[src/rtl/apb_pkg.sv]
// Shared APB definitions: bus state encoding (common with the APB slave) and default widths.
package apb_pkg;

    localparam int unsigned APB_ADDR_WIDTH = 8;
    localparam int unsigned APB_DATA_WIDTH = 32;

    typedef enum logic [1:0] {
        IDLE   = 2'b00,
        SETUP  = 2'b01,
        ACCESS = 2'b10
    } apb_state_e;

    // Wait counter must hold 0..TIMEOUT; keep at least one bit when the timeout is disabled.
    function automatic int unsigned wait_cnt_width(input int unsigned timeout);
        return (timeout == 0) ? 1 : $clog2(timeout + 1);
    endfunction

endpackage

[src/rtl/apb_master.sv]
// APB requester: accepts one valid/ready command at a time, runs it on APB and
// returns a one-cycle response pulse with read data and an error flag.
module apb_master
    import apb_pkg::*;
#(
    parameter int unsigned ADDR_WIDTH = APB_ADDR_WIDTH,
    parameter int unsigned DATA_WIDTH = APB_DATA_WIDTH,
    parameter int unsigned TIMEOUT    = 16
) (
    input  logic                  pclk,
    input  logic                  prst,

    input  logic                  cmd_valid,
    output logic                  cmd_ready,
    input  logic                  cmd_write,
    input  logic [ADDR_WIDTH-1:0] cmd_addr,
    input  logic [DATA_WIDTH-1:0] cmd_wdata,

    output logic                  rsp_valid,
    output logic [DATA_WIDTH-1:0] rsp_rdata,
    output logic                  rsp_err,

    output logic                  psel,
    output logic                  penable,
    output logic                  pwrite,
    output logic [ADDR_WIDTH-1:0] paddr,
    output logic [DATA_WIDTH-1:0] pwdata,
    input  logic [DATA_WIDTH-1:0] prdata,
    input  logic                  pready,
    input  logic                  pslverr
);

    localparam int unsigned        CNT_W    = wait_cnt_width(TIMEOUT);
    localparam logic [CNT_W-1:0]   CNT_MAX  = {CNT_W{1'b1}};
    localparam logic [CNT_W-1:0]   CNT_LAST = (TIMEOUT == 0) ? '0 : CNT_W'(TIMEOUT - 1);

    apb_state_e            state_q;
    logic [CNT_W-1:0]      cnt_q;
    logic                  psel_q;
    logic                  penable_q;
    logic                  pwrite_q;
    logic [ADDR_WIDTH-1:0] paddr_q;
    logic [DATA_WIDTH-1:0] pwdata_q;
    logic                  rsp_valid_q;
    logic                  rsp_err_q;
    logic [DATA_WIDTH-1:0] rsp_rdata_q;

    logic                  timeout_hit;
    logic                  done;
    logic                  accept;

    // Completion and handshake decode; the ACCESS->SETUP path lets a new command in on the completion edge.
    always_comb begin
        timeout_hit = 1'b0;
        if (TIMEOUT != 0) begin
            timeout_hit = (state_q == ACCESS) && !pready && (cnt_q == CNT_LAST);
        end
        done      = (state_q == ACCESS) && (pready || timeout_hit);
        cmd_ready = !prst && ((state_q == IDLE) || done);
        accept    = cmd_valid && cmd_ready;
    end

    always_ff @(posedge pclk) begin
        if (prst) begin
            state_q     <= IDLE;
            cnt_q       <= '0;
            psel_q      <= 1'b0;
            penable_q   <= 1'b0;
            pwrite_q    <= 1'b0;
            paddr_q     <= '0;
            pwdata_q    <= '0;
            rsp_valid_q <= 1'b0;
            rsp_err_q   <= 1'b0;
            rsp_rdata_q <= '0;
        end else begin
            rsp_valid_q <= 1'b0;
            case (state_q)
                IDLE: begin
                    if (accept) begin
                        paddr_q  <= cmd_addr;
                        pwdata_q <= cmd_wdata;
                        pwrite_q <= cmd_write;
                        psel_q   <= 1'b1;
                        state_q  <= SETUP;
                    end
                end
                SETUP: begin
                    penable_q <= 1'b1;
                    cnt_q     <= '0;
                    state_q   <= ACCESS;
                end
                ACCESS: begin
                    if (done) begin
                        rsp_valid_q <= 1'b1;
                        rsp_err_q   <= pready ? pslverr : 1'b1;
                        rsp_rdata_q <= (pready && !pwrite_q) ? prdata : '0;
                        penable_q   <= 1'b0;
                        if (accept) begin
                            paddr_q  <= cmd_addr;
                            pwdata_q <= cmd_wdata;
                            pwrite_q <= cmd_write;
                            state_q  <= SETUP;
                        end else begin
                            psel_q   <= 1'b0;
                            state_q  <= IDLE;
                        end
                    end else if (cnt_q != CNT_MAX) begin
                        // Saturate rather than wrap when the timeout is disabled.
                        cnt_q <= cnt_q + CNT_W'(1);
                    end
                end
                default: begin
                    psel_q    <= 1'b0;
                    penable_q <= 1'b0;
                    state_q   <= IDLE;
                end
            endcase
        end
    end

    assign psel      = psel_q;
    assign penable   = penable_q;
    assign pwrite    = pwrite_q;
    assign paddr     = paddr_q;
    assign pwdata    = pwdata_q;
    assign rsp_valid = rsp_valid_q;
    assign rsp_err   = rsp_err_q;
    assign rsp_rdata = rsp_rdata_q;

endmodule

[config.mk]
export PLATFORM = sky130hd
export DESIGN_NAME = apb_master
export DESIGN_NICKNAME = d
export VERILOG_FILES = /design/src/rtl/apb_pkg.sv /design/src/rtl/apb_master.sv
export SDC_FILE = /design/constraint.sdc
export NUM_CORES = 1
export LEC_CHECK = 0
export ABC_AREA = 1
export CORE_ASPECT_RATIO = 1.4
export CORE_MARGIN = 4
export CORE_UTILIZATION = 43
export CTS_BUF_LIST = sky130_fd_sc_hd__clkbuf_8
export DETAILED_ROUTE_END_ITERATION = 12
export PLACE_DENSITY_LB_ADDON = 0.3
export SKIP_CTS_REPAIR_TIMING = 1
export SYNTH_ARGS = -nofsm -noshare
export SYNTH_HDL_FRONTEND = slang
export SYNTH_SLANG_ARGS = --single-unit
[constraint.sdc]
create_clock -name pclk -period 2.3 [get_ports pclk]
set_input_delay 0.345 -clock pclk [delete_from_list [all_inputs] [get_ports pclk]]
set_output_delay 0.345 -clock pclk [all_outputs]
set_load 0.03 [all_outputs]
==> summary.txt <==
Layout area overhead = 52.9%
Die Height = 113 um
Fillers = 660
Adder-Cell Fraction of Synth Area = 0.0111
Synth area leader = dfxtp_1
largest family of logic cells by synthesized area = simple AND/OR/NAND/NOR gates
Area contributors post-synth = dfxtp_1, a21oi_2, nand2_1
synthesized area = 0.00338 mm2
register area share after synthesis = 0.498
largest net degree at the start of global routing = 48
XOR/XNOR share of the synthesized area = 0
TritonCTS clock tree = built
endpoint class of the critical path = output pin
nets = 628
highest clock rate = 466 MHz
Max Transition Viols Final = 0
IR drop worst, VDD = 0.393 mV
drt pass-1 iters = 5
vias in the first global route = 3094
worst hold stages = 4
Cell variety after synth = 25
drt total wl = 8780 um
final setup fails = 0
drt wl/cell = 13.5 um
via/cell ratio = 4.86
# H-tree levels = 3
Skew-Pair Late Insertion Delay = 340 ps
DR iter-0 viols = 176
Rows = 38
P per Cell Area = 578 mW/mm2
post-layout min period = 2140 ps
final hold viol count = 0
Multi-input gate area = 0.00151 mm2
Port Buffers = 155
clock root buffer = clkbuf_8
Mean Syn Cell Area = 8.48 um2
Synth warnings = 0
clk buf depth = 2
Worst-path clk slew = 70 ps
fraction of layout cells with a size suffix above 1 = 0.199
top cell type's share of synthesized area = 0.498
core area = 0.00770 mm2
worst hold path class = in2reg
mux share of post-synthesis cell area = 0
#FFs+latches synth = 84
DRC Markers = 0
Die Wd = 82.9 um
RD Place Congestion = 0.780
setup_tns = 0 ps
Num CTS Buffers = 9
worst hold start = prst
Worst R2R Setup Slack = 270 ps
commonest non-fill, non-tap cells in the layout = clkdlybuf4s50_1, nand2_1, dfxtp_1
final worst-path cycle share = 0.932
Worst-Margin Slew = 716 ps
Reg area = 0.00168 mm2
Rel. slew slack = 0.522
RSZ-0062 raised after global routing = no
Synthesized Nets = 479
Critical Path AT = 1800 ps
global-route wire length before repair = 14500 um
Hold Path Sink = cnt_q[0]
antenna-violating nets left = 0
total die area = 0.00935 mm2
Max Cap Viol = 0
beginning of the worst register-to-register path = cnt_q[1]
initial antenna violation count = 0
leak pwr = 0.00185 uW
Setup CP Type = reg2out
initial core utilization = 0.438
num ports = 156
most common cell after layout, fill and taps aside = clkdlybuf4s50_1
Synth Area in Simple Gates = 0.265
total gr overflow = 0
critical path required time = 1960 ps
Final Util = 0.670
gr usage total = 0.187
status = finished, final reports clean
CTS sink cnt = 84
DP HPWL = 6320 um
skew final = 10.3 ps
crit path max fanout = 4
Setup crit start kind = flop
Worst Reg-to-Reg Cells = 13
Cells after Synth = 398
antenna cells = 0
Synth Area in Compound Gates = 0.168
R2R Path End = pwdata[28]
routed via count = 3166
## where the power goes
part           switching [uW]  internal [uW]  total (uW)
registers                29.3           1500        1530
logic                     301            268         569
clock network             476            403         879
total                     807           2170        2980
## through the flow
step	worst slack [ps]	std cells	hold WS (ps)	total power (uW)	instance area (um2)
floorplan	449	398	429	1860	3380
global placement	301	636	454	2130	4990
detailed placement	208	636	466	2140	4990
CTS	61.0	652	350	3020	5150
global route	8.12	652	361	3120	5160
finish	156	652	377	2980	5160
## synth_stat cells (all sizes together)
master / count
ha: 3
or2: 1
o31ai: 1
nor2: 17
nand4: 1
clkbuf: 11
o21ai: 35
nand3b: 1
nand2: 126
a21oi: 46
dfxtp: 84
nand3: 38
buf: 15
a211o: 1
inv: 15
nor3: 3
## cells by family after synthesis
group                      count (synthesis)
DFF                                       84
and+or+nand+nor                          187
adders and majority gates                  3
AOI/OAI and AO/OA                         83
buffers and inverters                     41
## critical path, cell delays in order (launching register included)
cell and delay, ps:
dfxtp_1 380, ha_1 160, inv_1 70, nor3_2 150
ha_1 200, inv_1 40, nand2_1 110, nand3_4 90
nand2_4 90, buf_4 160
## sequential cells by signal (all words and copies together), names as in the netlist
signal     count
cnt_q          5
paddr          8
penable        1
psel           1
pwdata        32
pwrite         1
rsp_err        1
rsp_rdata     32
rsp_valid      1
state_q        2
## routing by layer
layer	vias up	global-route usage	share of wire	wire, um
met2	138	0.317	0.49	4300
met3	14	0.0721	0.090	793
li1	1590	-	-	-
met5	-	0	0	0
met1	1424	0.213	0.40	3550
met4	0	0.0654	0.015	131
## layout make-up
cell class / count / share of cell area
clock buffers: 10 / 0.0267
clock inverters: 6 / 0.00485
inverters: 15 / 0.0114
multi-input cells: 273 / 0.292
flip-flops and latches: 84 / 0.326
well taps: 100 / 0.0242
repair buffers: 164 / 0.315
## worst max-delay path by stage
stage / start / end / depth (start not counted)
floorplan: cnt_q[0] / paddr[6] / 13
global placement: cnt_q[0] / pwdata[25] / 13
detailed placement: cnt_q[0] / pwdata[28] / 13
CTS: cnt_q[0] / cmd_ready / 9
global route: cnt_q[1] / cmd_ready / 9
finish: cnt_q[1] / cmd_ready / 9
(Power assumes the default switching activity.)
